## config.mk

```make
export PLATFORM = sky130hd
export DESIGN_NAME = mac_rx_bram_writer
export DESIGN_NICKNAME = d
export VERILOG_FILES = /design/src/rtl/mac_rx_bram_writer.sv
export SDC_FILE = /design/constraint.sdc
export NUM_CORES = 1
export LEC_CHECK = 0
export ABC_AREA = 1
export BUFFER_PORTS_ARGS = -buffer_cell sky130_fd_sc_hd__buf_4
export CAP_MARGIN = 20
export CORE_MARGIN = 3
export CORE_UTILIZATION = 51
export CTS_BUF_LIST = sky130_fd_sc_hd__clkbuf_8
export DETAILED_ROUTE_END_ITERATION = 8
export HOLD_SLACK_MARGIN = 0.03
export PLACE_DENSITY = 0.69
export RECOVER_POWER = 50
export SLEW_MARGIN = 20
export SYNTH_ARGS = -nofsm -noshare
export SYNTH_HDL_FRONTEND = slang
export SYNTH_SLANG_ARGS = --single-unit
```

## constraint.sdc

```tcl
create_clock -name clk_i -period 3 [get_ports clk_i]
set_clock_uncertainty 0.15 [all_clocks]
set_input_delay 0.6 -clock clk_i [delete_from_list [all_inputs] [get_ports clk_i]]
set_output_delay 0.6 -clock clk_i [all_outputs]
set_load 0.02 [all_outputs]
```

## src/rtl/mac_rx_bram_writer.sv

```systemverilog
// Receive-side writer: MAC RX byte stream -> port A of a 32-bit byte-write BRAM.
// Frames go into a circular word buffer, each prefixed by one header word
// {bad, 15'b0, byte_len}. A frame is committed (wr_ptr_o advances) only when it is
// complete and accepted; everything else is rewound by leaving wr_ptr_o untouched.
// Optional feature macro: RX_BRAM_BADFRAME_KEEP_EN (commit bad frames with header bit 31 set).
module mac_rx_bram_writer #(
  parameter int unsigned ADDR_W          = 9,
  parameter int unsigned MAX_FRAME_BYTES = 1522
) (
  input  logic              clk_i,
  input  logic              rstn_i,
  input  logic [7:0]        rx_tdata_i,
  input  logic              rx_tvalid_i,
  input  logic              rx_tlast_i,
  input  logic              rx_tuser_i,
  input  logic [ADDR_W-1:0] rd_ptr_i,
  output logic              bram_en_o,
  output logic [3:0]        bram_we_o,
  output logic [ADDR_W-1:0] bram_addr_o,
  output logic [31:0]       bram_din_o,
  output logic [ADDR_W-1:0] wr_ptr_o,
  output logic              frame_commit_o,
  output logic [15:0]       frame_len_o,
  output logic [15:0]       drop_cnt_o
);

  localparam logic [1:0] IDLE = 2'd0;
  localparam logic [1:0] DATA = 2'd1;
  localparam logic [1:0] HDR  = 2'd2;
  localparam logic [1:0] DROP = 2'd3;

  localparam logic [ADDR_W-1:0] ADDR_ONE = ADDR_W'(1);
  localparam logic [15:0]       MAX_LEN  = 16'(MAX_FRAME_BYTES);

  logic [1:0]        state_q, state_d;
  logic [ADDR_W-1:0] hdr_q, hdr_d;       // header word of the frame in progress
  logic [ADDR_W-1:0] word_q, word_d;     // word holding the most recently accepted byte
  logic [ADDR_W-1:0] wr_ptr_q, wr_ptr_d;
  logic [15:0]       len_q, len_d;       // bytes accepted so far in this frame
  logic              bad_q, bad_d;
  logic              commit_q, commit_d;
  logic [15:0]       frame_len_q, frame_len_d;
  logic [15:0]       drop_cnt_q, drop_cnt_d;
  logic              en_q, en_d;
  logic [3:0]        we_q, we_d;
  logic [ADDR_W-1:0] addr_q, addr_d;
  logic [31:0]       din_q, din_d;
  logic              drop_inc;
  logic              keep_frame;
  logic              new_word;
  logic [ADDR_W-1:0] word_nxt;

  // A word may be written unless doing so would make the ring look empty.
  function automatic logic writable(input logic [ADDR_W-1:0] a, input logic [ADDR_W-1:0] rd);
    return (a + ADDR_ONE) != rd;
  endfunction

`ifdef RX_BRAM_BADFRAME_KEEP_EN
  assign keep_frame = 1'b1;
`else
  assign keep_frame = !rx_tuser_i;
`endif

  assign new_word = (len_q[1:0] == 2'd0);
  assign word_nxt = word_q + ADDR_ONE;

  // Next-state: frame FSM, byte packing, header write and commit.
  always_comb begin
    state_d     = state_q;
    hdr_d       = hdr_q;
    word_d      = word_q;
    wr_ptr_d    = wr_ptr_q;
    len_d       = len_q;
    bad_d       = bad_q;
    commit_d    = 1'b0;
    frame_len_d = frame_len_q;
    en_d        = 1'b0;
    we_d        = 4'h0;
    addr_d      = addr_q;
    din_d       = din_q;
    drop_inc    = 1'b0;
    case (state_q)
      IDLE: begin
        if (rx_tvalid_i) begin
          hdr_d  = wr_ptr_q;
          word_d = wr_ptr_q + ADDR_ONE;
          len_d  = 16'd1;
          if (!writable(wr_ptr_q, rd_ptr_i) || !writable(wr_ptr_q + ADDR_ONE, rd_ptr_i)) begin
            if (rx_tlast_i) drop_inc = 1'b1;
            else            state_d  = DROP;
          end else begin
            en_d   = 1'b1;
            we_d   = 4'b0001;
            addr_d = wr_ptr_q + ADDR_ONE;
            din_d  = {4{rx_tdata_i}};
            if (!rx_tlast_i) begin
              state_d = DATA;
            end else if (keep_frame) begin
              state_d = HDR;
              bad_d   = rx_tuser_i;
            end else begin
              drop_inc = 1'b1;
            end
          end
        end
      end
      DATA: begin
        if (rx_tvalid_i) begin
          if ((new_word && !writable(word_nxt, rd_ptr_i)) || (len_q >= MAX_LEN)) begin
            if (rx_tlast_i) begin
              state_d  = IDLE;
              drop_inc = 1'b1;
            end else begin
              state_d = DROP;
            end
          end else begin
            len_d  = len_q + 16'd1;
            word_d = new_word ? word_nxt : word_q;
            en_d   = 1'b1;
            we_d   = 4'b0001 << len_q[1:0];
            addr_d = new_word ? word_nxt : word_q;
            din_d  = {4{rx_tdata_i}};
            if (rx_tlast_i) begin
              if (keep_frame) begin
                state_d = HDR;
                bad_d   = rx_tuser_i;
              end else begin
                state_d  = IDLE;
                drop_inc = 1'b1;
              end
            end
          end
        end
      end
      HDR: begin
        en_d        = 1'b1;
        we_d        = 4'hF;
        addr_d      = hdr_q;
        din_d       = {bad_q, 15'd0, len_q};
        wr_ptr_d    = word_nxt;
        commit_d    = 1'b1;
        frame_len_d = len_q;
        state_d     = IDLE;
        // A byte here violates the inter-frame gap; it starts a frame we cannot keep.
        if (rx_tvalid_i) begin
          if (rx_tlast_i) drop_inc = 1'b1;
          else            state_d  = DROP;
        end
      end
      DROP: begin
        if (rx_tvalid_i && rx_tlast_i) begin
          state_d  = IDLE;
          drop_inc = 1'b1;
        end
      end
      default: state_d = IDLE;
    endcase
    drop_cnt_d = (drop_inc && (drop_cnt_q != 16'hFFFF)) ? drop_cnt_q + 16'd1 : drop_cnt_q;
  end

  // State and registered BRAM / status outputs.
  always_ff @(posedge clk_i or negedge rstn_i) begin
    if (!rstn_i) begin
      state_q     <= IDLE;
      hdr_q       <= '0;
      word_q      <= '0;
      wr_ptr_q    <= '0;
      len_q       <= '0;
      bad_q       <= 1'b0;
      commit_q    <= 1'b0;
      frame_len_q <= '0;
      drop_cnt_q  <= '0;
      en_q        <= 1'b0;
      we_q        <= '0;
      addr_q      <= '0;
      din_q       <= '0;
    end else begin
      state_q     <= state_d;
      hdr_q       <= hdr_d;
      word_q      <= word_d;
      wr_ptr_q    <= wr_ptr_d;
      len_q       <= len_d;
      bad_q       <= bad_d;
      commit_q    <= commit_d;
      frame_len_q <= frame_len_d;
      drop_cnt_q  <= drop_cnt_d;
      en_q        <= en_d;
      we_q        <= we_d;
      addr_q      <= addr_d;
      din_q       <= din_d;
    end
  end

  assign bram_en_o      = en_q;
  assign bram_we_o      = we_q;
  assign bram_addr_o    = addr_q;
  assign bram_din_o     = din_q;
  assign wr_ptr_o       = wr_ptr_q;
  assign frame_commit_o = commit_q;
  assign frame_len_o    = frame_len_q;
  assign drop_cnt_o     = drop_cnt_q;

endmodule

```

* Word level (Yosys, flattened, before mapping)
Index checks and enable logic that the tools add are counted.
Storage, ports and cells: output and inout port bits 88, bits of input ports 22, word-level logic and storage cells 111, bits in registers 125
Operators by class: equal/unequal tests 15, $add $sub $neg 6, shift operators 1, multiplexer cells 58, $lt $le $gt $ge 1, reduce and logical (&&, ||, !) cells 17
Operators with widths (number):
- two-way mux 32 bit | 4
- case mux 32 bit (3 select lines) | 1
- two-way mux 9 bit | 6
- two-way mux 16 bit | 3
- adder 9 x 1 -> 9 bit, second input constant | 4
- adder 16 x 1 -> 16 bit, second input constant | 2
- case mux 16 bit (2 select lines) | 1
- != test 9 bit | 3
- case mux 9 bit (3 select lines) | 1
- two-way mux 2 bit | 12
- two-way mux 1 bit | 22
- case mux 9 bit (2 select lines) | 1
- >= comparator 16 x 11 -> 1 bit, second input constant | 1
- != test 16 bit, second input constant | 1
- case mux 4 bit (3 select lines) | 1
- != test 2 bit, second input constant | 5
- AND reduction 5 bit | 2
- != test 3 bit, second input constant | 3
- two-way mux 4 bit | 2
- case mux 2 bit (4 select lines) | 1
- AND reduction 6 bit | 1
- equality test 2 bit, second input constant | 2
- logical NOT 2 bit | 2
- case mux 1 bit (4 select lines) | 1
- other kinds (11) | 16

* Depth between registers and ports, before layout
depth in word-level cells 10, gate-level depth with buffers 25, gate-level depth less buffers 23

* Worst setup path after synthesis
Ideal clock, no wire load.
kind register -> register, start register wr_ptr_q[0] (netlist: wr_ptr_o[0]), end register drop_cnt_q[6] (netlist: drop_cnt_o[6]), slack 0.170 ns, data arrival time 2.564 ns, library setup time 0.116 ns, path buffers 2, stages on the path, launching flop included 23, period minus slack after synthesis 2.830 ns, data required time 2.734 ns, cells stage by stage dfrtp_1 > buf_6 > inv_1 > ha_1 > nor2_1 > nand3_1 > nor2_1 > nand2_2 > nor2_2 > nand2_1 > nand2_1 > nand2_1 > nor2_1 > nand3_2 > nand2_2 > nand2_1 > a21oi_2 > nand2_2 > nand2_4 > nand2_4 > buf_12 > nand2_2 > nand2_2
Between the ends: longest elaborated chain between the ends 9, elaborated cells on any way between the ends 11, classes of those cells 2 x add/sub; 2 x eq/ne; 3 x mux; 4 x reduce/logical
Ends and longest elaborated chain:
- start, declared | RTL line 38 | logic [ADDR_W-1:0] wr_ptr_q, wr_ptr_d;
- start signal, assigned | RTL line 181 | wr_ptr_q <= wr_ptr_d;
- adder 9 x 1 -> 9 bit * | RTL line 55, 88
- adder 9 x 1 -> 9 bit | RTL line 55 | return (a + ADDR_ONE) != rd;
- != test 9 bit | RTL line 55
- logical NOT 1 bit | RTL line 88 | if (!writable(wr_ptr_q, rd_ptr_i) || !writable(wr_ptr_q + ADDR_ONE, rd_ptr_i)) begin
- logical OR 1 bit * | RTL line 88
- two-way mux 1 bit * | RTL line 88
- two-way mux 1 bit * | RTL line 84 | if (rx_tvalid_i) begin
- case mux 1 bit (4 select lines) * | RTL line 82 | case (state_q)
- logical AND 1 bit * | RTL line 158 | drop_cnt_d = (drop_inc && (drop_cnt_q != 16'hFFFF)) ? drop_cnt_q + 16'd1 : drop_cnt_q;
- end signal, assigned | RTL line 186 | drop_cnt_q <= drop_cnt_d;
- end, declared | RTL line 43 | logic [15:0] drop_cnt_q, drop_cnt_d;
Every way passes the cells marked *; elsewhere a longest branch is shown, timed or not. A chain may end at the register's enable or synchronous reset.

* Final worst setup path
start register wr_ptr_q[1] (netlist: wr_ptr_o[1]), end register drop_cnt_q[11] (netlist: drop_cnt_o[11])
Same word-level chain as after synthesis.

==> flow_summary.yaml <==
run_status:
  outcome: "finished clean"
detailed_routing:
  dr.pass1.iters: 5
  first_iter_violations: 569
  wl_per_cell_um: 15.03
  drc_errors: 0
  vias: 6400
  ant_nets: 0
  vias_per_cell: 5.255
  wl_um: 18300
synthesis:
  ys_seq_area_share_pct: 42.78
  syn_area_um2: 6903
  synth_simple_gate_area_share_pct: 29.09
  synth.avg_cell_area_um2: 7.602
  synthArstFlopShare_pct: 100.0
  synth-compound-area-share_pct: 13.20
  synth_ff_type: "dfrtp_1"
  ys_ff_latch: 118
  yosys.area_share.adder_pct: 2.719
  synth_warnings: 0
  synth_edf_count: 0
  synth-xor-area-share_pct: 2.918
  synth_cells: 908
  synth_nets: 945
  synth_mux_area_share_pct: 0.1631
  synth.distinct_cells: 46
  synth_top_family_by_area: "simple AND/OR/NAND/NOR gates"
floorplanning:
  die_y_um: 122.3
  initial_core_util_pct: 53.40
  die_w_um: 122.3
  core_um2: 12930
  fp-row-count: 41
  io_pins: 110
  die-area_um2: 14970
timing:
  relSlewSlack_pct: 18.91
  period_share_pct: 94.50
  rsz0062_at_grt: "true"
  setup_violations: 0
  setup_slack_ns: 0.1651
  hold_viol: 0
  tns_ns: 0
  period_minus_slack_ns: 2.835
  slew_viol_final: 0
  tightest_slew_ns: 1.216
  fmax_ghz: 0.3527
global_routing:
  use_met2_pct: 38.96
  busiest_layer: "met2"
  grt_max_degree: 57
  overflow: 0
  use_met1_pct: 35.33
  track_usage_pct: 25.02
  grt_pass1_vias: 5913
  grt_pass1_wl_um: 29300
  use_met3_pct: 4.793
  antenna_found_initial: 0
worst_setup_path:
  slowest_delay_ns: 0.45
  crit_path_frequent_cell: "nand2_1"
  worstSetupStartpointType: "register"
  crit_type: "reg -> reg"
  cp_max_fo: 6
  path_buf_inv: 2
  cp_cell_sequence: "buf_4 -> ha_4 -> nor2_4 -> nand3_2 -> nor2_2 -> nand2_2 -> nor2_4 -> nand2_1 -> nand2_1 -> nand2_1 -> nor2_2 -> nand3_2 -> nand2_2 -> nand2_1 -> a21oi_2 -> nand2_2 -> nand2_8 -> buf_4 -> nand3_1 -> nand2_1"
  worstPathRequired_ns: 3.24
  worstPathArrival_ns: 3.07
  path_delay_family: "simple AND/OR/NAND/NOR gates"
  crit_path_top_delay_cell: "dfrtp_2"
  rrSetupSlack_ns: 0.17
  worstSetupEndpointType: "register"
pwr:
  ir_drop_uv: 643.2
  power_uw: 8698
  power_density_nw_per_um2: 1020
  combPwrFrac_pct: 53.9
  clock_power_share_pct: 17.4
  p_leak_uw: 0.004264
  internal-power_uw: 4652
  p_seq_share_pct: 28.7
  switchingPower_uw: 4046
  power.share.switching_pct: 46.52
clocking:
  cts_tree: "done"
  clk_pin_slew_ns: 0.07
  clk_latency_ns: 0.45
  cts_max_level: 4
  cts_made_buffers: 17
  clock-sinks: 118
  clockBufferDepth: 2
  cts_root_buf: "clkbuf_8"
flow_run:
  cap_violations: 0
placed_design:
  portBuffers: 109
  place_congestion: 0.9064
  preCtsSetupSlack_ns: 0.1038
  dp.final_hpwl_um: 13250
  dp.cells: 1176
final_layout:
  nets: 1070
  areaGrowthSynthToFinish_pct: 23.55
  drive_gt1_share_pct: 24.09
  utilization_pct: 65.97
  finalNonFillerCells: 1218
  antenna_cells: 0
hold_path:
  hp-class: "in -> reg"
==> cells in the mapped netlist, types with 6 or more instances <==
| cell | instances | share of area, % |
|---|---|---|
| clkbuf_1 | 17 | 0.92 |
| o21ai_0 | 81 | 5.9 |
| xor2_1 | 15 | 1.9 |
| buf_4 | 9 | 0.98 |
| ha_1 | 15 | 2.7 |
| nor2_1 | 41 | 2.2 |
| o21ai_2 | 7 | 0.89 |
| buf_6 | 6 | 0.98 |
| nand4_1 | 9 | 0.82 |
| o21ai_1 | 19 | 1.4 |
| nand2_1 | 259 | 14 |
| inv_1 | 96 | 5.2 |
| nand3_1 | 68 | 4.9 |
| nor3_1 | 11 | 0.80 |
| xnor2_1 | 8 | 1.0 |
| nand2_2 | 30 | 2.7 |
| a21oi_1 | 40 | 2.9 |
| dfrtp_1 | 118 | 43 |
==> layout make-up <==
class | instances | area (um^2)
clock buffers | 17 | 234.0
clock inverters | 15 | 175.2
fillers | 1168 | 4399
inverters | 102 | 385.4
multi-input cells | 650 | 3435
flip-flops and latches | 118 | 2955
well taps | 172 | 215.2
repair buffers | 144 | 1129
==> flip-flops by register name, summed over array words and instances, names as in the netlist, 4 cells and up <==
signal and flops:
bram_we_o 4, bram_addr_o 9, drop_cnt_o 16, word_q 9, wr_ptr_o 9, len_q 16
hdr_q 9, frame_len_o 16, bram_din_o 25
==> cells by family (layout without fill, tap and decap cells) <==
logic type      Yosys count  in the layout
compound gates          166            166
fa+ha+maj                15             15
flops                   118            118
buf+inv                 141            278
simple gates            444            445
mux                       1              1
xor+xnor                 23             23
==> stage by stage <==
stage | hold slack, ns | cell area, um^2
after floorplan | 0.1544 | 6903
after global routing | 0.2752 | 8528
after global placement | 0.3107 | 7921
final | 0.2809 | 8528
after CTS | 0.2604 | 8341
after detailed placement | 0.3156 | 7921
==> path summary, 6_finish.rpt <==
kind | from | to | cells after the start
min in group asynchronous | rstn_i | bram_din_o[12] | 2
setup / recovery | wr_ptr_o[1] | drop_cnt_o[11] | 20
max in group asynchronous | rstn_i | wr_ptr_o[5] | 3
hold / removal | rx_tdata_i[4] | bram_din_o[28] | 3
hold reg to reg | frame_len_o[4] | frame_len_o[4] | 2
setup reg to reg | wr_ptr_o[1] | drop_cnt_o[11] | 20
==> layout by cell type (no fill, tap or decap), types with 8 or more instances in the layout <==
| cell type | Yosys | layout |
|---|---|---|
| xnor2_1 | 8 | 8 |
| a21oi_1 | 40 | 40 |
| nor3_1 | 11 | 11 |
| clkbuf_8 | 0 | 17 |
| nor2_4 | 4 | 8 |
| inv_1 | 96 | 95 |
| ha_1 | 15 | 13 |
| nand2_1 | 259 | 256 |
| nor2_1 | 41 | 38 |
| nand2_2 | 30 | 32 |
| nand4_1 | 9 | 9 |
| buf_4 | 9 | 136 |
| dfrtp_1 | 118 | 116 |
| o21ai_1 | 19 | 19 |
| nand3_1 | 68 | 67 |
| xor2_1 | 15 | 15 |
| o21ai_0 | 81 | 81 |
==> worst reg2reg max path, stage by stage (launching register included) <==
cell,delay (ns)
dfrtp_2,0.45
buf_4,0.16
ha_4,0.22
nor2_4,0.12
nand3_2,0.10
nor2_2,0.10
nand2_2,0.10
nor2_4,0.10
nand2_1,0.06
nand2_1,0.06
nand2_1,0.06
nor2_2,0.12
nand3_2,0.14
nand2_2,0.12
nand2_1,0.07
a21oi_2,0.13
nand2_2,0.10
nand2_8,0.13
buf_4,0.15
nand3_1,0.07
nand2_1,0.08
==> layer usage <==
metal | share of wire, % | vias up
met2 | 46 | 201
met1 | 47 | 2985
met3 | 5.3 | 31
met4 | 1.6 | 0
li1 | - | 3183
met5 | 0 | -
==> power by group through the flow <==
stage | Sequential [uW] | Combinational, uW | Clock [uW]
floorplan | 2850 | 2580 | 0
global placement | 2500 | 4340 | 0
detailed placement | 2520 | 4350 | 0
CTS | 2490 | 4370 | 1550
global route | 2550 | 5190 | 1620
finish | 2490 | 4690 | 1520
==> timing repair <==
item	in CTS	in global routing
hold buffers	1	0
endpoints found under the hold margin	11	0
buffers inserted	0	6
endpoints found under the setup margin	0	66
resized for setup	0	26
Note: power is estimated with default switching activity, not from simulation.
